`config.mk`:
```
export PLATFORM = sky130hd
export DESIGN_NAME = axi4lite_reg_master_flat
export DESIGN_NICKNAME = d
export VERILOG_FILES = /design/src/rtl/axi_lite_pkg.sv /design/src/rtl/axi4lite_reg_master_if.sv /design/src/rtl/axi4lite_reg_master.sv /design/src/flat_wrapper.sv
export SDC_FILE = /design/constraint.sdc
export NUM_CORES = 1
export LEC_CHECK = 0
export BUFFER_PORTS_ARGS = -buffer_cell sky130_fd_sc_hd__clkbuf_2
export CAP_MARGIN = 20
export CORE_UTILIZATION = 40
export DETAILED_ROUTE_END_ITERATION = 7
export HOLD_SLACK_MARGIN = 0.1
export PLACE_DENSITY = 0.82
export SETUP_SLACK_MARGIN = 0.3
export SLEW_MARGIN = 20
export SYNTH_ARGS = -nofsm -noshare
export SYNTH_HDL_FRONTEND = slang
export SYNTH_SLANG_ARGS = --single-unit
```
`constraint.sdc`:
```
create_clock -name ACLK -period 1.79 [get_ports ACLK]
set_input_delay 0.0895 -clock ACLK [delete_from_list [all_inputs] [get_ports ACLK]]
set_output_delay 0.0895 -clock ACLK [all_outputs]
set_load 0.05 [all_outputs]
```
`src/rtl/axi_lite_pkg.sv`:
```
// Shared AXI4-Lite types and constants for the register master bridge.
package axi_lite_pkg;

    typedef enum logic [1:0] {
        OKAY   = 2'b00,
        EXOKAY = 2'b01,
        SLVERR = 2'b10,
        DECERR = 2'b11
    } axi_resp_t;

    typedef enum logic [2:0] {
        IDLE,
        WR_REQ,
        WR_RESP,
        RD_REQ,
        RD_RESP,
        RSP
    } master_state_t;

    localparam logic [3:0] AXI_CACHE_DEFAULT = 4'b0000;
    localparam logic [2:0] AXI_PROT_DEFAULT  = 3'b000;

endpackage

```
`src/rtl/axi4lite_reg_master_if.sv`:
```
// Request/response port plus AXI4-Lite master channels of the register master bridge.
interface axi4lite_reg_master_if #(
    parameter int DATA_WIDTH = 32,
    parameter int ADDR_WIDTH = 32
);
    logic                  req_valid;
    logic                  req_ready;
    logic                  req_write;
    logic [ADDR_WIDTH-1:0] req_addr;
    logic [DATA_WIDTH-1:0] req_wdata;
    logic [3:0]            req_wstrb;

    logic                  rsp_valid;
    logic                  rsp_ready;
    logic                  rsp_write;
    logic [DATA_WIDTH-1:0] rsp_rdata;
    logic [1:0]            rsp_resp;

    logic [ADDR_WIDTH-1:0] AWADDR;
    logic [3:0]            AWCACHE;
    logic [2:0]            AWPROT;
    logic                  AWVALID;
    logic                  AWREADY;
    logic [DATA_WIDTH-1:0] WDATA;
    logic [3:0]            WSTRB;
    logic                  WVALID;
    logic                  WREADY;
    logic [1:0]            BRESP;
    logic                  BVALID;
    logic                  BREADY;
    logic [ADDR_WIDTH-1:0] ARADDR;
    logic [3:0]            ARCACHE;
    logic [2:0]            ARPROT;
    logic                  ARVALID;
    logic                  ARREADY;
    logic [DATA_WIDTH-1:0] RDATA;
    logic [1:0]            RRESP;
    logic                  RVALID;
    logic                  RREADY;

    modport master (
        input  req_valid, req_write, req_addr, req_wdata, req_wstrb,
        output req_ready,
        output rsp_valid, rsp_write, rsp_rdata, rsp_resp,
        input  rsp_ready,
        output AWADDR, AWCACHE, AWPROT, AWVALID,
        input  AWREADY,
        output WDATA, WSTRB, WVALID,
        input  WREADY,
        input  BRESP, BVALID,
        output BREADY,
        output ARADDR, ARCACHE, ARPROT, ARVALID,
        input  ARREADY,
        input  RDATA, RRESP, RVALID,
        output RREADY
    );

    modport slave (
        output req_valid, req_write, req_addr, req_wdata, req_wstrb,
        input  req_ready,
        input  rsp_valid, rsp_write, rsp_rdata, rsp_resp,
        output rsp_ready,
        input  AWADDR, AWCACHE, AWPROT, AWVALID,
        output AWREADY,
        input  WDATA, WSTRB, WVALID,
        output WREADY,
        output BRESP, BVALID,
        input  BREADY,
        input  ARADDR, ARCACHE, ARPROT, ARVALID,
        output ARREADY,
        output RDATA, RRESP, RVALID,
        input  RREADY
    );

endinterface

```
`src/rtl/axi4lite_reg_master.sv`:
```
// Single-outstanding AXI4-Lite master: turns one register request into an AXI
// transaction and returns the captured data/response. All AXI outputs are registered.
module axi4lite_reg_master
    import axi_lite_pkg::*;
#(
    parameter int         DATA_WIDTH = 32,
    parameter int         ADDR_WIDTH = 32,
    parameter logic [2:0] AXI_PROT   = AXI_PROT_DEFAULT
) (
    input logic                    ACLK,
    input logic                    ARESET,
    axi4lite_reg_master_if.master  bus
);

    master_state_t         r_state,    w_stateNext;
    logic                  r_awValid,  w_awValidNext;
    logic                  r_wValid,   w_wValidNext;
    logic                  r_awDone,   w_awDoneNext;
    logic                  r_wDone,    w_wDoneNext;
    logic                  r_bReady,   w_bReadyNext;
    logic                  r_arValid,  w_arValidNext;
    logic                  r_rReady,   w_rReadyNext;
    logic [ADDR_WIDTH-1:0] r_addr,     w_addrNext;
    logic [DATA_WIDTH-1:0] r_wdata,    w_wdataNext;
    logic [3:0]            r_wstrb,    w_wstrbNext;
    logic                  r_rspValid, w_rspValidNext;
    logic                  r_rspWrite, w_rspWriteNext;
    logic [DATA_WIDTH-1:0] r_rspRdata, w_rspRdataNext;
    axi_resp_t             r_rspResp,  w_rspRespNext;

    always_ff @(posedge ACLK) begin
        if (ARESET) begin
            r_state    <= IDLE;
            r_awValid  <= 1'b0;
            r_wValid   <= 1'b0;
            r_awDone   <= 1'b0;
            r_wDone    <= 1'b0;
            r_bReady   <= 1'b0;
            r_arValid  <= 1'b0;
            r_rReady   <= 1'b0;
            r_addr     <= '0;
            r_wdata    <= '0;
            r_wstrb    <= '0;
            r_rspValid <= 1'b0;
            r_rspWrite <= 1'b0;
            r_rspRdata <= '0;
            r_rspResp  <= OKAY;
        end else begin
            r_state    <= w_stateNext;
            r_awValid  <= w_awValidNext;
            r_wValid   <= w_wValidNext;
            r_awDone   <= w_awDoneNext;
            r_wDone    <= w_wDoneNext;
            r_bReady   <= w_bReadyNext;
            r_arValid  <= w_arValidNext;
            r_rReady   <= w_rReadyNext;
            r_addr     <= w_addrNext;
            r_wdata    <= w_wdataNext;
            r_wstrb    <= w_wstrbNext;
            r_rspValid <= w_rspValidNext;
            r_rspWrite <= w_rspWriteNext;
            r_rspRdata <= w_rspRdataNext;
            r_rspResp  <= w_rspRespNext;
        end
    end

    // AW and W complete independently; BREADY is raised only once both done flags are registered.
    always_comb begin
        w_stateNext    = r_state;
        w_awValidNext  = r_awValid;
        w_wValidNext   = r_wValid;
        w_awDoneNext   = r_awDone;
        w_wDoneNext    = r_wDone;
        w_bReadyNext   = r_bReady;
        w_arValidNext  = r_arValid;
        w_rReadyNext   = r_rReady;
        w_addrNext     = r_addr;
        w_wdataNext    = r_wdata;
        w_wstrbNext    = r_wstrb;
        w_rspValidNext = r_rspValid;
        w_rspWriteNext = r_rspWrite;
        w_rspRdataNext = r_rspRdata;
        w_rspRespNext  = r_rspResp;

        case (r_state)
            IDLE: begin
                if (bus.req_valid) begin
                    w_addrNext = bus.req_addr;
                    if (bus.req_write) begin
                        w_wdataNext   = bus.req_wdata;
                        w_wstrbNext   = bus.req_wstrb;
                        w_awValidNext = 1'b1;
                        w_wValidNext  = 1'b1;
                        w_awDoneNext  = 1'b0;
                        w_wDoneNext   = 1'b0;
                        w_stateNext   = WR_REQ;
                    end else begin
                        w_arValidNext = 1'b1;
                        w_stateNext   = RD_REQ;
                    end
                end
            end
            WR_REQ: begin
                if (r_awValid && bus.AWREADY) begin
                    w_awValidNext = 1'b0;
                    w_awDoneNext  = 1'b1;
                end
                if (r_wValid && bus.WREADY) begin
                    w_wValidNext = 1'b0;
                    w_wDoneNext  = 1'b1;
                end
                if (r_awDone && r_wDone) begin
                    w_bReadyNext = 1'b1;
                    w_stateNext  = WR_RESP;
                end
            end
            WR_RESP: begin
                if (bus.BVALID && r_bReady) begin
                    w_rspRespNext  = axi_resp_t'(bus.BRESP);
                    w_bReadyNext   = 1'b0;
                    w_rspWriteNext = 1'b1;
                    w_rspRdataNext = '0;
                    w_rspValidNext = 1'b1;
                    w_stateNext    = RSP;
                end
            end
            RD_REQ: begin
                if (r_arValid && bus.ARREADY) begin
                    w_arValidNext = 1'b0;
                    w_rReadyNext  = 1'b1;
                    w_stateNext   = RD_RESP;
                end
            end
            RD_RESP: begin
                if (bus.RVALID && r_rReady) begin
                    w_rspRdataNext = bus.RDATA;
                    w_rspRespNext  = axi_resp_t'(bus.RRESP);
                    w_rReadyNext   = 1'b0;
                    w_rspWriteNext = 1'b0;
                    w_rspValidNext = 1'b1;
                    w_stateNext    = RSP;
                end
            end
            RSP: begin
                if (bus.rsp_ready) begin
                    w_rspValidNext = 1'b0;
                    w_stateNext    = IDLE;
                end
            end
            default: w_stateNext = IDLE;
        endcase
    end

    assign bus.req_ready = (r_state == IDLE) && !ARESET;
    assign bus.rsp_valid = r_rspValid;
    assign bus.rsp_write = r_rspWrite;
    assign bus.rsp_rdata = r_rspRdata;
    assign bus.rsp_resp  = r_rspResp;

    assign bus.AWADDR  = r_addr;
    assign bus.AWCACHE = AXI_CACHE_DEFAULT;
    assign bus.AWPROT  = AXI_PROT;
    assign bus.AWVALID = r_awValid;
    assign bus.WDATA   = r_wdata;
    assign bus.WSTRB   = r_wstrb;
    assign bus.WVALID  = r_wValid;
    assign bus.BREADY  = r_bReady;
    assign bus.ARADDR  = r_addr;
    assign bus.ARCACHE = AXI_CACHE_DEFAULT;
    assign bus.ARPROT  = AXI_PROT;
    assign bus.ARVALID = r_arValid;
    assign bus.RREADY  = r_rReady;

endmodule

```
`src/flat_wrapper.sv`:
```
// flat-port wrapper written by rule: the top's interface ports become plain ports
module axi4lite_reg_master_flat import axi_lite_pkg::*;
#(
    parameter int         DATA_WIDTH = 32,
    parameter int         ADDR_WIDTH = 32,
    parameter logic [2:0] AXI_PROT   = AXI_PROT_DEFAULT
)
  (ACLK, ARESET, bus_req_valid, bus_req_write, bus_req_addr, bus_req_wdata, bus_req_wstrb, bus_req_ready, bus_rsp_valid, bus_rsp_write, bus_rsp_rdata, bus_rsp_resp, bus_rsp_ready, bus_AWADDR, bus_AWCACHE, bus_AWPROT, bus_AWVALID, bus_AWREADY, bus_WDATA, bus_WSTRB, bus_WVALID, bus_WREADY, bus_BRESP, bus_BVALID, bus_BREADY, bus_ARADDR, bus_ARCACHE, bus_ARPROT, bus_ARVALID, bus_ARREADY, bus_RDATA, bus_RRESP, bus_RVALID, bus_RREADY);
  axi4lite_reg_master_if #(.DATA_WIDTH(DATA_WIDTH), .ADDR_WIDTH(ADDR_WIDTH)) bus_i ();
  input logic ACLK;
  input logic ARESET;
  input wire logic [$bits(bus_i.req_valid)-1:0] bus_req_valid;
  input wire logic [$bits(bus_i.req_write)-1:0] bus_req_write;
  input wire logic [$bits(bus_i.req_addr)-1:0] bus_req_addr;
  input wire logic [$bits(bus_i.req_wdata)-1:0] bus_req_wdata;
  input wire logic [$bits(bus_i.req_wstrb)-1:0] bus_req_wstrb;
  output wire logic [$bits(bus_i.req_ready)-1:0] bus_req_ready;
  output wire logic [$bits(bus_i.rsp_valid)-1:0] bus_rsp_valid;
  output wire logic [$bits(bus_i.rsp_write)-1:0] bus_rsp_write;
  output wire logic [$bits(bus_i.rsp_rdata)-1:0] bus_rsp_rdata;
  output wire logic [$bits(bus_i.rsp_resp)-1:0] bus_rsp_resp;
  input wire logic [$bits(bus_i.rsp_ready)-1:0] bus_rsp_ready;
  output wire logic [$bits(bus_i.AWADDR)-1:0] bus_AWADDR;
  output wire logic [$bits(bus_i.AWCACHE)-1:0] bus_AWCACHE;
  output wire logic [$bits(bus_i.AWPROT)-1:0] bus_AWPROT;
  output wire logic [$bits(bus_i.AWVALID)-1:0] bus_AWVALID;
  input wire logic [$bits(bus_i.AWREADY)-1:0] bus_AWREADY;
  output wire logic [$bits(bus_i.WDATA)-1:0] bus_WDATA;
  output wire logic [$bits(bus_i.WSTRB)-1:0] bus_WSTRB;
  output wire logic [$bits(bus_i.WVALID)-1:0] bus_WVALID;
  input wire logic [$bits(bus_i.WREADY)-1:0] bus_WREADY;
  input wire logic [$bits(bus_i.BRESP)-1:0] bus_BRESP;
  input wire logic [$bits(bus_i.BVALID)-1:0] bus_BVALID;
  output wire logic [$bits(bus_i.BREADY)-1:0] bus_BREADY;
  output wire logic [$bits(bus_i.ARADDR)-1:0] bus_ARADDR;
  output wire logic [$bits(bus_i.ARCACHE)-1:0] bus_ARCACHE;
  output wire logic [$bits(bus_i.ARPROT)-1:0] bus_ARPROT;
  output wire logic [$bits(bus_i.ARVALID)-1:0] bus_ARVALID;
  input wire logic [$bits(bus_i.ARREADY)-1:0] bus_ARREADY;
  input wire logic [$bits(bus_i.RDATA)-1:0] bus_RDATA;
  input wire logic [$bits(bus_i.RRESP)-1:0] bus_RRESP;
  input wire logic [$bits(bus_i.RVALID)-1:0] bus_RVALID;
  output wire logic [$bits(bus_i.RREADY)-1:0] bus_RREADY;
  assign bus_i.req_valid = bus_req_valid;
  assign bus_i.req_write = bus_req_write;
  assign bus_i.req_addr = bus_req_addr;
  assign bus_i.req_wdata = bus_req_wdata;
  assign bus_i.req_wstrb = bus_req_wstrb;
  assign bus_req_ready = bus_i.req_ready;
  assign bus_rsp_valid = bus_i.rsp_valid;
  assign bus_rsp_write = bus_i.rsp_write;
  assign bus_rsp_rdata = bus_i.rsp_rdata;
  assign bus_rsp_resp = bus_i.rsp_resp;
  assign bus_i.rsp_ready = bus_rsp_ready;
  assign bus_AWADDR = bus_i.AWADDR;
  assign bus_AWCACHE = bus_i.AWCACHE;
  assign bus_AWPROT = bus_i.AWPROT;
  assign bus_AWVALID = bus_i.AWVALID;
  assign bus_i.AWREADY = bus_AWREADY;
  assign bus_WDATA = bus_i.WDATA;
  assign bus_WSTRB = bus_i.WSTRB;
  assign bus_WVALID = bus_i.WVALID;
  assign bus_i.WREADY = bus_WREADY;
  assign bus_i.BRESP = bus_BRESP;
  assign bus_i.BVALID = bus_BVALID;
  assign bus_BREADY = bus_i.BREADY;
  assign bus_ARADDR = bus_i.ARADDR;
  assign bus_ARCACHE = bus_i.ARCACHE;
  assign bus_ARPROT = bus_i.ARPROT;
  assign bus_ARVALID = bus_i.ARVALID;
  assign bus_i.ARREADY = bus_ARREADY;
  assign bus_i.RDATA = bus_RDATA;
  assign bus_i.RRESP = bus_RRESP;
  assign bus_i.RVALID = bus_RVALID;
  assign bus_RREADY = bus_i.RREADY;
  axi4lite_reg_master #(.DATA_WIDTH(DATA_WIDTH), .ADDR_WIDTH(ADDR_WIDTH), .AXI_PROT(AXI_PROT)) u_core (.ACLK(ACLK), .ARESET(ARESET), .bus(bus_i));
endmodule
```
==> flow_summary.json, run 1 <==
{
  "wl_per_cell_um": 17.88,
  "fillers": 734,
  "worstMarginPinSlew_ns": 0.5129,
  "min_path_type": "primary input to flop",
  "htreeDepth": 4,
  "synth_top_area_share_pct": 48.23,
  "syn_inst": 573,
  "hold_end": "u_core.r_wDone",
  "drtPass1Iterations": 5,
  "grt_pass1_vias": 5517,
  "cts_max_path_buffers": 2,
  "synth.distinct_cells": 35,
  "rrSetupSlack_ns": 0.08,
  "via_count": 5630,
  "clock_sinks": 114,
  "cp-start-kind": "flop",
  "maxClockFrequency_mhz": 583.9,
  "ioPinCount": 270,
  "drc": 0,
  "insertion_delay_ns": 0.41,
  "worstReg2RegEnd": "u_core.bus.rsp_rdata[16]",
  "final.period_utilization_pct": 95.68,
  "grt_overflow": 0,
  "grt_max_degree": 52,
  "root_buffer": "clkbuf_16",
  "finalSetupTns_ns": 0,
  "routed_wl_mm": 19.53,
  "chipWidth_um": 110.8,
  "drtIter0Drc": 444,
  "gr-usage-all-layers_pct": 28.36,
  "dieHeight_um": 110.8,
  "hpwl_mm": 8.773,
  "multiInputGateArea_um2": 2256,
  "period_minus_slack_ns": 1.713,
  "slew_viol_final": 0,
  "syn_avg_cell_area_um2": 8.258,
  "core_um2": 11470,
  "dp_cells": 914,
  "whs_path_depth": 2,
  "rr_worst_depth": 6,
  "cp-startpoint": "u_core.r_state[1]",
  "power-per-cell-area_nw_per_um2": 1280,
  "final_cells": 1092,
  "diodes": 0,
  "arrival_ns": 2.03,
  "critical_path.max_fanout": 7,
  "status": "finished clean",
  "comb_power_share_pct": 41.0,
  "yosysWarningCount": 0,
  "post_dp_cell_area_um2": 5886,
  "clkTransAtPathRegs_ns": 0.06,
  "finalClockSkew_ns": 0.01078,
  "antenna_found_initial": 0,
  "ant_nets": 0,
  "cts_tree": "yes",
  "reg2reg_from": "u_core.r_state[1]",
  "netlist_area_um2": 4732,
  "area_delta_synth_final_pct": 81.15,
  "seqPwrFrac_pct": 27.9,
  "synth-seq-cells": 114,
  "numCtsBuffers": 17,
  "p_leak_uw": 0.003768,
  "switching_share_pct": 38.90,
  "grt_pass1_wl_mm": 27.51,
  "crit_path_end_kind": "flop",
  "gp_congestion": 0.8060,
  "utilization_pct": 74.75,
  "p_sw_uw": 4268,
  "cap_violations": 0,
  "rsz0062_at_grt": "yes",
  "setup-violations-final": 0,
  "via_per_inst": 5.156,
  "nNetsFinal": 1051,
  "row_count": 39,
  "fp.dieArea_um2": 12270,
  "clkPwrFrac_pct": 31.1,
  "finalHoldViolCount": 0,
  "io_buffers": 255,
  "start_util_pct": 41.27,
  "ys_seq_area_share_pct": 48.23,
  "drive_gt1_share_pct": 46.89,
  "p_int_uw": 6705,
  "max-slew-margin-rel_pct": 65.80,
  "required_ns": 2.11,
  "min_from": "ARESET",
  "path_class": "flop to flop",
  "seqCellArea_um2": 2296,
  "synthTopCellsByArea": "dfxtp_1, nand2_1, a21oi_1, buf_4, nand3_1",
  "final_area_um2": 8572,
  "synth_top_area_cell": "dfxtp_1",
  "power.total_uw": 10970,
  "ir_drop_mv": 1.399
}
[timing repair]
item,4_1_cts,5_1_grt
hold endpoints to repair,109,0
hold buffers,110,0
cloned,6,9
gates resized for setup,32,78
setup buffers,13,9
pin swaps,5,51
endpoints found under the setup margin,108,114
[placed cells by master, fill, tap and decap left out, types with 4 or more instances in the layout]
cell type,n
dfxtp_1,109
buf_16,4
nand2_4,5
nand2_2,20
clkbuf_1,4
nand3_4,4
a21oi_1,71
buf_6,14
nor3_1,4
clkbuf_2,253
clkbuf_8,7
clkbuf_16,25
dlygate4sd3_1,110
nand3_1,13
nor2_1,8
buf_12,10
buf_4,16
a21oi_2,36
nand2_1,155
nand3_2,16
buf_8,5
conb_1,14
[power groups by stage]
stage / combinational, uW / clock (uW) / sequential, uW
finish: 4500 / 3410 / 3070
global route: 4680 / 3580 / 3100
CTS: 3950 / 3390 / 3040
detailed placement: 3260 / 0 / 3080
global placement: 3250 / 0 / 3070
floorplan: 1870 / 0 / 3920
[Yosys cell counts (all sizes together)]
cell / number
conb: 1
o22ai: 1
clkbuf: 26
a31oi: 2
o21ai: 2
nor3b: 4
a211o: 2
inv: 1
nor3: 7
a311oi: 2
nand2: 180
a21oi: 107
nand3: 33
dfxtp: 114
nor4bb: 1
o31ai: 1
nor2: 11
a32oi: 2
buf: 63
or4b: 1
mux2i: 2
or3b: 2
o211ai: 1
o22a: 1
nor4b: 1
nor4: 1
nand2b: 3
a22oi: 1
[critical path, cell delays in order, from the launching register on]
cell,delay [ns]
dfxtp_4,0.38
or3b_4,0.43
o22ai_4,0.22
buf_12,0.17
buf_8,0.14
nand3_1,0.09
a21oi_2,0.19
[flip-flops by register name (all words and copies together), names as in the netlist, 2 cells and up]
signal                count
u_core.bus.ARADDR        32
u_core.bus.WDATA         32
u_core.bus.WSTRB          4
u_core.bus.rsp_rdata     32
u_core.bus.rsp_resp       2
u_core.r_state            3
[routing by layer]
layer	vias to the layer above	track usage [%]	routed length (um)
met5	-	0	0
met4	0	17.87	896
met1	2652	28.69	7155
met3	76	8.201	1396
li1	2578	-	-
met2	324	50.93	10080
[worst max path at each step]
stage	to	slack, ns	cells past startpoint
CTS	bus_req_ready	0.18	3
detailed placement	u_core.bus.rsp_rdata[11]	0.1	5
global placement	u_core.bus.rsp_rdata[12]	0.15	5
global route	u_core.bus.rsp_rdata[16]	0.06	6
floorplan	u_core.bus.WDATA[11]	0.17	8
finish	u_core.bus.rsp_rdata[16]	0.08	6
[cells by family after synthesis]
| logic type | after synthesis | share of synthesized area [%] |
|---|---|---|
| AND/OR/NAND/NOR | 244 | 23.14 |
| AO/OA/AOI/OAI | 122 | 15.42 |
| flip-flops | 114 | 48.23 |
| buffers and inverters | 90 | 12.72 |
| multiplexers | 2 | 0.4231 |
| other | 1 | 0.07925 |
[cell type report]
cell class / count / area share [%]
clock buffer: 27 / 6.101
clock inverter: 4 / 0.8174
inverter: 1 / 0.04379
multi-input combinational: 382 / 26.32
sequential: 114 / 26.78
tap: 143 / 2.087
timing repair buffer: 421 / 37.85
[per-stage QoR]
step	worst slack, ns	hold WS (ns)
2_1_floorplan	0.1722	0.2179
3_3_place_gp	0.1506	0.3117
3_5_place_dp	0.09714	0.3166
4_1_cts	0.1770	0.1010
5_1_grt	0.05506	0.1238
6_report	0.07728	0.1285
Power figures use the tool's default switching activity.
==> run 2, diff against run 1 <==
--- a/config.mk
+++ b/config.mk
@@ -5,12 +5,13 @@
 export SDC_FILE = /design/constraint.sdc
 export NUM_CORES = 1
 export LEC_CHECK = 0
-export BUFFER_PORTS_ARGS = -buffer_cell sky130_fd_sc_hd__clkbuf_2
+export BUFFER_PORTS_ARGS = -buffer_cell sky130_fd_sc_hd__buf_2
 export CAP_MARGIN = 20
 export CORE_UTILIZATION = 40
 export DETAILED_ROUTE_END_ITERATION = 7
 export HOLD_SLACK_MARGIN = 0.1
 export PLACE_DENSITY = 0.82
+export REMOVE_ABC_BUFFERS = 1
 export SETUP_SLACK_MARGIN = 0.3
 export SLEW_MARGIN = 20
 export SYNTH_ARGS = -nofsm -noshare
==> run 2 against run 1 <==
  * Via count is essentially flat
  * Routed wire length shrank 3.2%
  * Hold slack lost 0.0086 ns
  * Flip-flop and latch count is the same
  * Non-clock buffer count is the same
  * Critical path depth grew 1
  * Largest power group unchanged
==> flow_summary.json, run 2 (synthesis gave the netlist of run 1 again) <==
{
  "status": "finished clean",
  "antenna_found_initial": 0,
  "area_delta_synth_final_pct": 81.31,
  "post_dp_cell_area_um2": 5873,
  "layout_common_cells": "buf_2, nand2_1, dfxtp_1, dlygate4sd3_1, a21oi_1",
  "rr_worst_depth": 7,
  "cts_tree": "yes",
  "ir_drop_mv": 1.183,
  "fillers": 700,
  "final_cells": 1093,
  "rsz0062_at_grt": "yes",
  "critical_path.max_fanout": 19,
  "layout_commonest_cell": "buf_2",
  "drtIter0Drc": 422,
  "finalHoldViolCount": 0,
  "finalSetupTns_ns": 0,
  "ioPinCount": 270,
  "core_um2": 11470,
  "routed_wl_mm": 18.90,
  "drtPass1Iterations": 5,
  "slew_viol_final": 0,
  "fp.dieArea_um2": 12270,
  "io_buffers": 255,
  "crit_path_cell_trace": "buf_6 -> buf_6 -> nor4b_4 -> nand2_2 -> clkbuf_16 -> nand2_1 -> a21oi_1",
  "dp_cells": 914,
  "nNetsFinal": 1051,
  "setup-violations-final": 0,
  "clock_sinks": 114,
  "min_path_type": "primary input to flop",
  "p_leak_uw": 0.003887,
  "row_count": 39,
  "clkTransAtPathRegs_ns": 0.06,
  "ant_nets": 0,
  "grt_max_degree": 101,
  "via_count": 5635,
  "crit_path_end_kind": "flop",
  "cpMostUsedCell": "buf_6",
  "via_per_inst": 5.156,
  "required_ns": 2.06,
  "grt_pass1_vias": 5180,
  "arrival_ns": 2.03,
  "multiInputGateArea_um2": 2218,
  "gp_congestion": 0.7547,
  "final_area_um2": 8579,
  "diodes": 0,
  "cpMaxStageDelayCell": "nor4b_4",
  "insertion_delay_ns": 0.41,
  "chipWidth_um": 110.8,
  "finalClockSkew_ns": 0.008453,
  "start_util_pct": 41.27,
  "utilization_pct": 74.82,
  "cap_violations": 0,
  "seqCellArea_um2": 2288,
  "root_buffer": "clkbuf_16",
  "period_minus_slack_ns": 1.765,
  "wl_per_cell_um": 17.29,
  "path_class": "flop to flop",
  "max_stage_delay_ns": 0.37,
  "final.period_utilization_pct": 98.59,
  "hpwl_mm": 8.440,
  "cts_max_path_buffers": 2,
  "gr-usage-all-layers_pct": 26.00,
  "drive_gt1_share_pct": 46.74,
  "worstMarginPinSlew_ns": 0.5581,
  "numCtsBuffers": 17,
  "power-per-cell-area_nw_per_um2": 1317,
  "max-slew-margin-rel_pct": 62.79,
  "grt_overflow": 0,
  "whs_path_depth": 5,
  "cp-start-kind": "flop",
  "dieHeight_um": 110.8,
  "htreeDepth": 4,
  "drc": 0,
  "maxClockFrequency_mhz": 566.6,
  "grt_pass1_wl_mm": 25.43
}
==> run 2: changes by cell type in the layout (fill, tap and decap cells not counted), moves of 4 or more <==
cell       change
buf_6          -4
buf_4          +5
a21oi_2       -14
nand2_2       +14
a21oi_1       +14
clkbuf_2     -253
nand2_1       -18
buf_2        +253
clkbuf_8       -4
bufinv_16      +4
nand2_4        +4
==> run 2: what timing repair did <==
item | 4_1_cts | 5_1_grt
hold buffers | 110 | 0
cloned | 2 | 10
hold endpoints to repair | 112 | 0
gates resized for setup | 16 | 89
buffers inserted | 8 | 17
pin swaps | 2 | 56
endpoints found under the setup margin | 109 | 112
==> run 2: power breakdown <==
part,internal [uW],switching [uW],leakage [uW],total [uW]
Clock,2710,1160,0.000330,3870
Combinational,1550,2830,0.00263,4370
Sequential,2830,224,0.000928,3060
Total,7090,4210,0.00389,11300
==> run 2: worst paths after layout <==
check	end	from	slack [ns]
max	u_core.bus.WDATA[23]	u_core.r_state[2]	0.03
min	u_core.bus.RREADY	bus_ARREADY	0.12
max reg2reg	u_core.bus.WDATA[23]	u_core.r_state[2]	0.03
min reg2reg	u_core.bus.rsp_rdata[17]	u_core.bus.rsp_rdata[17]	0.45
==> run 2: cell type report <==
class                   count  area share [%]
clock buffers              22           5.527
clock inverters            10           2.363
inverters                   1         0.04375
multi-input cells         382           25.86
flip-flops and latches    114           26.67
well taps                 143           2.085
repair buffers            421           37.45
==> run 2: metrics by stage <==
step | setup WS [ns] | hold slack, ns | power [uW]
after floorplan | -1.677 | 0.1519 | 5331
after global placement | 0.1362 | 0.3289 | 6304
after detailed placement | 0.06384 | 0.3350 | 6334
after CTS | 0.1272 | 0.1020 | 10710
after global routing | -0.05643 | 0.1224 | 11700
final | 0.02522 | 0.1198 | 11300
==> run 2: critical path, delay by kind of cell (launching register included) <==
kind                   cells  cell delay [ns]
buffers and inverters      3             0.47
AND/OR/NAND/NOR            3             0.71
flip-flops                 1             0.33
AO/OA/AOI/OAI              1             0.11
==> run 2: metal layers <==
| layer | vias to the layer above | GRT usage [%] | routed length, um |
|---|---|---|---|
| met1 | 2637 | 27.20 | 6850 |
| met2 | 359 | 46.17 | 9700 |
| li1 | 2570 | - | - |
| met4 | 0 | 12.18 | 724 |
| met3 | 69 | 9.404 | 1620 |
| met5 | - | 0 | 0 |
